--- config.mk ---
export PLATFORM = sky130hd
export DESIGN_NAME = fp_add_wb
export DESIGN_NICKNAME = d
export VERILOG_FILES = /design/src/rtl/fp_pkg.sv /design/src/rtl/fp_add_wb_classify.sv /design/src/rtl/fp_add_wb.sv
export SDC_FILE = /design/constraint.sdc
export NUM_CORES = 1
export LEC_CHECK = 0
export CORE_MARGIN = 3
export CORE_UTILIZATION = 45
export CTS_CLUSTER_DIAMETER = 30
export DETAILED_ROUTE_END_ITERATION = 6
export PLACE_DENSITY = 0.73
export SYNTH_ARGS = -nofsm -noshare
export SYNTH_HDL_FRONTEND = slang
export SYNTH_SLANG_ARGS = --single-unit
export TNS_END_PERCENT = 20
--- constraint.sdc ---
create_clock -name clk -period 3.5 [get_ports clk]
set_input_delay 0.525 -clock clk [delete_from_list [all_inputs] [get_ports clk]]
set_output_delay 0.525 -clock clk [all_outputs]
set_load 0.02 [all_outputs]
--- src/rtl/fp_pkg.sv ---
// Shared single-precision FP types for the add/sub datapath and its writeback stage.
package fp;

    typedef struct packed {
        logic        sign;
        logic [7:0]  exp;
        logic [22:0] frac;
    } fp_t;

    typedef struct packed {
        logic nv;
        logic dz;
        logic of;
        logic uf;
        logic nx;
    } fflags_t;

    localparam logic [31:0] CANON_NAN = 32'h7FC00000;

endpackage

--- src/rtl/fp_add_wb_classify.sv ---
// Combinational classifier: derives RISC-V exception flags from an adder result.
// FP_WB_CANON_NAN_EN replaces invalid/NaN results with the canonical quiet NaN.
module fp_flag_classify
    import fp::*;
(
    input  logic [31:0] in_result,
    input  logic        in_error,
    input  logic        in_inexact,
    input  logic        in_src_inf,
    output fp_t         out_result,
    output fflags_t     out_flags
);

    logic [7:0]  w_exp;
    logic [22:0] w_frac;
    logic        w_is_inf;
    logic        w_overflow;

    assign w_exp  = in_result[30:23];
    assign w_frac = in_result[22:0];

    assign w_is_inf = (w_exp == 8'hFF) && (w_frac == '0);
    // An Inf produced from finite operands is an overflow; an Inf operand just propagates.
    assign w_overflow = w_is_inf && !in_src_inf && !in_error;

    assign out_flags.nv = in_error;
    assign out_flags.dz = 1'b0;
    assign out_flags.of = w_overflow;
    assign out_flags.uf = (w_exp == 8'h00) && (w_frac != '0) && in_inexact;
    assign out_flags.nx = in_inexact || w_overflow;

`ifdef FP_WB_CANON_NAN_EN
    logic w_is_nan;
    assign w_is_nan   = (w_exp == 8'hFF) && (w_frac != '0);
    assign out_result = (in_error || w_is_nan) ? fp_t'(CANON_NAN) : fp_t'(in_result);
`else
    assign out_result = fp_t'(in_result);
`endif

endmodule

--- src/rtl/fp_add_wb.sv ---
// FP add/sub writeback stage: result FIFO with valid/ready handshake and sticky fflags.
// Optional build macro FP_WB_CANON_NAN_EN (handled in fp_flag_classify).
module fp_add_wb
    import fp::*;
#(
    parameter int unsigned DEPTH = 2,
    parameter int unsigned RD_W  = 5
) (
    input  logic            clk,
    input  logic            reset,
    input  logic            in_valid,
    output logic            in_ready,
    input  logic [31:0]     in_result,
    input  logic            in_error,
    input  logic            in_inexact,
    input  logic            in_src_inf,
    input  logic [RD_W-1:0] in_rd,
    output logic            out_valid,
    input  logic            out_ready,
    output logic [31:0]     out_result,
    output logic [RD_W-1:0] out_rd,
    output logic [4:0]      out_flags,
    input  logic            fflags_clr,
    output logic [4:0]      fflags
);

    localparam int unsigned PTR_W = (DEPTH > 1) ? $clog2(DEPTH) : 1;
    localparam int unsigned CNT_W = PTR_W + 1;

    fp_t             r_mem_result [DEPTH];
    logic [RD_W-1:0] r_mem_rd     [DEPTH];
    fflags_t         r_mem_flags  [DEPTH];

    logic [PTR_W-1:0] r_wr_ptr;
    logic [PTR_W-1:0] r_rd_ptr;
    logic [CNT_W-1:0] r_count;
    logic [4:0]       r_fflags;

    fp_t     w_cls_result;
    fflags_t w_cls_flags;
    logic    w_push;
    logic    w_pop;

    fp_flag_classify u_classify (
        .in_result  (in_result),
        .in_error   (in_error),
        .in_inexact (in_inexact),
        .in_src_inf (in_src_inf),
        .out_result (w_cls_result),
        .out_flags  (w_cls_flags)
    );

    assign in_ready  = !reset && (r_count != CNT_W'(DEPTH));
    assign out_valid = (r_count != '0);
    assign w_push    = in_valid && in_ready;
    assign w_pop     = out_valid && out_ready;

    assign out_result = r_mem_result[r_rd_ptr];
    assign out_rd     = r_mem_rd[r_rd_ptr];
    assign out_flags  = r_mem_flags[r_rd_ptr];
    assign fflags     = r_fflags;

    // Storage is deliberately not reset; in_ready already blocks pushes during reset.
    always_ff @(posedge clk) begin
        if (w_push) begin
            r_mem_result[r_wr_ptr] <= w_cls_result;
            r_mem_rd[r_wr_ptr]     <= in_rd;
            r_mem_flags[r_wr_ptr]  <= w_cls_flags;
        end
    end

    always_ff @(posedge clk) begin
        if (reset) begin
            r_wr_ptr <= '0;
            r_rd_ptr <= '0;
            r_count  <= '0;
            r_fflags <= '0;
        end else begin
            if (w_push) r_wr_ptr <= r_wr_ptr + PTR_W'(1);
            if (w_pop)  r_rd_ptr <= r_rd_ptr + PTR_W'(1);
            case ({w_push, w_pop})
                2'b10:   r_count <= r_count + CNT_W'(1);
                2'b01:   r_count <= r_count - CNT_W'(1);
                default: r_count <= r_count;
            endcase
            // Flags committed in the same cycle as a clear survive it.
            r_fflags <= (fflags_clr ? 5'b0 : r_fflags) | (w_pop ? out_flags : 5'b0);
        end
    end

endmodule

# --- Word-level counts from Yosys, hierarchy flattened ---
# Memories as Yosys holds them, arrays and structs flattened. A register that Yosys moved wholly into a read port is not among the register bits.
# Index checks and enable logic that the tools add are counted.
# W data, S select, Z words.
word_totals:
  elab_cells: 44
  regBits: 9
  input_bits: 45
  ramBits: 82
  memories: 3
  output_inout_bits: 49
classes:
  reduce_logical: 17
  mux: 11
  addsub: 4
  eq_ne: 4
  bitwise: 1
mem_list:
  columns: ["memory", "words", "word_bits", "read_ports", "rd_ports_with_merged_regs", "write_ports", "line_no", "rtl"]
  rows:
  - ["r_mem_result", 2, 32, 1, 1, 1, "fp_add_wb.sv:30", "fp_t r_mem_result [DEPTH];"]
  - ["r_mem_rd", 2, 5, 1, 1, 1, "fp_add_wb.sv:31", "logic [RD_W-1:0] r_mem_rd [DEPTH];"]
  - ["r_mem_flags", 2, 4, 1, 1, 1, "fp_add_wb.sv:32", "fflags_t r_mem_flags [DEPTH];"]
op_table:
  columns: ["operator", "n"]
  rows:
  - ["$logic_not A23 Y1", 1]
  - ["$reduce_bool A23 Y1", 1]
  - ["$mux W5", 2]
  - ["$eq A8 B8 Y1 const B", 1]
  - ["$logic_and A1 B1 Y1", 8]
  - ["$logic_not A8 Y1", 1]
  - ["$mux W1", 8]
  - ["$or A5 B5 Y5", 1]
  - ["$pmux W2 S2", 1]
  - ["$reduce_bool A2 Y1", 2]
  - ["$logic_not A1 Y1", 3]
  - ["$add A1 B1 Y1 const B", 2]
  - ["$add A2 B1 Y2 const B", 1]
  - ["$eq A2 B1 Y1 const B", 1]
  - ["$eq A2 B2 Y1 const B", 1]
  - ["$ne A2 B2 Y1 const B", 1]
  - ["$sub A2 B1 Y2 const B", 1]
  - ["$logic_or A1 B1 Y1", 1]

# --- Logic depth before layout (Yosys ltp) ---
depth:
  depth_word: 5
  depth_mapped: 6
  mapped_depth_nobuf: 6

# --- Hierarchy ---
# Synthesis repeated with hierarchy kept, for this count alone.
hier_totals:
  hier_cells: 233
  area_unflattened_um2: 3839.9
modules_own_cells:
  columns: ["module", "instances", "cells_per_inst", "seq_area_each_um2", "area_per_inst_um2"]
  rows:
  - ["fp_add_wb", 1, 179, 2722.6, 3455.8]
  - ["fp_flag_classify", 1, 54, 0.0, 384.1]

# --- Least setup slack after synthesis ---
# OpenSTA, ideal clock, no wires.
synth_path:
  path_kind: "in2reg"
  from: "input reset"
  to: "memory r_mem_flags[1][0] (netlist name), enable pin"
  arrival_ns: 1.962
  setup_time_ns: 0.403
  n_path_buf: 0
  setup_slack_ns: 1.136
  path_stages: 2
  t_required_ns: 3.097
  cell_sequence: "nor2_1 > and3_1"
synth_between:
  elab_chain_cells: 5
synth_lines:
  columns: ["item", "line_no", "rtl"]
  rows:
  - ["start: declaration", "fp_add_wb.sv:10", "input logic reset,"]
  - ["$logic_not A1 Y1", "fp_add_wb.sv:53", "assign in_ready = !reset && (r_count != CNT_W'(DEPTH));"]
  - ["$logic_and A1 B1 Y1", "fp_add_wb.sv:53", null]
  - ["$logic_and A1 B1 Y1", "fp_add_wb.sv:55", "assign w_push = in_valid && in_ready;"]
  - ["$mux W1", "fp_add_wb.sv:65", "if (w_push) begin"]
  - ["$mux W1 (not written as such)", "fp_add_wb.sv:68", "r_mem_flags[r_wr_ptr] <= w_cls_flags;"]
  - ["end: declaration", "fp_add_wb.sv:32", null]
# No other way between the ends.

==> flow_metrics.env <==
export IMPL_status="complete, no violations"
export IMPL_portBuffers=91
export IMPL_cts_tree="yes"
export IMPL_avgSynthCellArea_um2=18.2
export IMPL_nets=336
export IMPL_drt_iter0_drc=111
export IMPL_worst_slew_pin_slew_ns=0.555
export IMPL_min_path_type="reg -> reg"
export IMPL_crit_type="reg -> out"
export IMPL_synth_common_cells="edfxtp_1 (82), mux2_2 (41), dfxtp_1 (9), nor2_1 (9)"
export IMPL_track_usage_pct=15.3
export IMPL_cts_hold_buf=0
export IMPL_reg2regPathDepth=4
export IMPL_grt_pass1_wl_mm=10.0
export IMPL_relSlewSlack_pct=63.0
export IMPL_cts_setup_buffers=0
export IMPL_ir_drop_mv=0.340
export IMPL_cts_resized=0
export IMPL_worst_ep_required_time_ns=2.97
export IMPL_rsz0062_at_grt="false"
export IMPL_fin_setup_tns_ns=0
export IMPL_clockBufferDepth=2
export IMPL_finalHoldViolCount=0
export IMPL_cts_num_sinks=91
export IMPL_antenna_cells=0
export IMPL_wl_per_cell_um=16.6
export IMPL_synth_cells=191
export IMPL_crit_chain="buf_4 > mux2_2 > clkdlybuf4s50_1"
export IMPL_routabilityCongestion=0.691
export IMPL_synth_edf_count=82
export IMPL_synth_cell_types=26
export IMPL_drcViolationCount=0
export IMPL_place_hpwl_mm=4.50
export IMPL_maxSlewViolCount=0
export IMPL_dp_cells=378
export IMPL_synth_top_flop_cell="edfxtp_1"
export IMPL_yosys_area_top_type="edfxtp_1"
export IMPL_grt_max_degree=42
export IMPL_cts_htree_levels=3
export IMPL_worstPathMaxFanout=41
export IMPL_cts_root_buf="clkbuf_8"
export IMPL_drive_gt1_share_pct=21.7
export IMPL_ant_nets=0
export IMPL_die_height_um=93.8
export IMPL_slowest_delay_ns=0.56
export IMPL_path_clk_slew_ns=0.08
export IMPL_antenna_found_initial=0
export IMPL_max_freq_mhz=383
export IMPL_io_pins=94
export IMPL_cp_start_kind="register"
export IMPL_p_per_area_nw_per_um2=631
export IMPL_fin_util_pct=64.2
export IMPL_first_global_vias=1998
export IMPL_num_vias=1980
export IMPL_drt_total_wl_mm=6.53
export IMPL_layout_min_cycle_time_ns=2.61
export IMPL_yosys_warnings=0
export IMPL_whs_path_depth=2
export IMPL_endpoint_kind="output pin"
export IMPL_die_area_um2=8800
export IMPL_yosysMostFrequentCell="edfxtp_1"
export IMPL_ys_seq_area_share_pct=76.2
export IMPL_drtPass1Iterations=4
export IMPL_slowest_stage="clkdlybuf4s50_1"
export IMPL_fp_dieW_um=93.8
export IMPL_skew_ns=0.00946
export IMPL_clk_latency_ns=0.35
export IMPL_initial_core_util_pct=47.1
export IMPL_synth_top_area_share_pct=71.0
export IMPL_overflow=0
export IMPL_synth_seq_cells=91
export IMPL_numCtsBuffers=9
export IMPL_power_leakage_nw=1.57
export IMPL_synth_top_cells_by_area="edfxtp_1 (71%), mux2_2 (13%), dfxtp_1 (5.2%)"
export IMPL_via_per_inst=5.03
export IMPL_finalNonFillerCells=394
export IMPL_drv_cap=0
export IMPL_crit_arrival_ns=2.09
export IMPL_synth_area_um2=3470
export IMPL_setup_viol_count_final=0
export IMPL_min_period_over_period_pct=74.7
export IMPL_areaGrowthSynthToFinish_pct=36.4
export IMPL_synth_async_sr_flop_share_pct=0
export IMPL_num_rows=31
export IMPL_core_area_um2=7370
registers in the layout (all words and copies together) (netlist names), named ones only:
name and cells:
r_mem_result 64, r_wr_ptr 1, r_rd_ptr 1, r_mem_flags 8
r_mem_rd 10, r_count 2, fflags 4
kinds of logic (layout without fill, tap and decap cells):
family	count (synthesis)	after routing	share of synthesized area (%)
compound gates	11	11	2.13
xor+xnor	3	3	0.758
fa+ha+maj	1	1	0.361
buf+inv	10	113	1.73
flops	91	91	76.2
mux	41	41	13.3
other cells	1	2	0.108
simple gates	33	33	5.41
worst paths after layout:
kind	startpoint	endpoint	slack (ns)
worst max register to register	r_count[0]$_SDFFE_PP0P_	r_mem_result[0][29]$_DFFE_PP_	1.64
worst min register to register	r_wr_ptr$_SDFFE_PP0P_	r_wr_ptr$_SDFFE_PP0P_	0.49
worst min-delay path	r_wr_ptr$_SDFFE_PP0P_	r_wr_ptr$_SDFFE_PP0P_	0.49
worst max-delay path	register	out_flags[1]	0.89
power by group:
group / internal [mW] / switching, mW / leakage, nW
sequential: 1.27 / 0.0265 / 0.829
clock: 0.439 / 0.340 / 0.117
combinational: 0.464 / 0.442 / 0.624
cell type report:
type | count | area [um2]
sequential | 91 | 2640
fill | 557 | 2640
timing repair buffer | 94 | 946
multi-input combinational | 91 | 771
clock buffer | 14 | 195
tap | 99 | 124
clock inverter | 2 | 38.8
inverter | 3 | 11.3
cell usage in the layout, fill, tap and decap left out, drive strengths merged, types with 5 or more instances in the layout:
| cell type | n |
|---|---|
| a21oi | 6 |
| clkdlybuf4s50 | 91 |
| dfxtp | 9 |
| edfxtp | 82 |
| nor4 | 6 |
| clkbuf | 14 |
| nor2b | 5 |
| nor2 | 9 |
| mux2 | 41 |
worst max-delay path: cells and delay by family (launching register included):
family / cells / cell delay, ns
buf+inv: 2 / 1.00
flops: 1 / 0.32
mux: 1 / 0.43
per-stage QoR:
stage	cell area, um2	hold WS [ns]	power (mW)	worst slack (ns)
3_5_place_dp	4500	0.486	2.24	0.849
4_1_cts	4730	0.498	3.01	0.843
3_3_place_gp	4500	0.470	2.23	0.874
5_1_grt	4730	0.530	3.10	0.801
6_report	4730	0.491	2.98	0.887
2_1_floorplan	3470	0.457	1.85	1.14
per-layer routing:
layer  wire length (um)  GRT usage, %  share of wire, %
met4                 49          6.86              0.75
met1               2890          20.5                44
met2               3210          24.2                49
met5                  0             0                 0
met3                382          3.13               5.9
(Power assumes the default switching activity.)
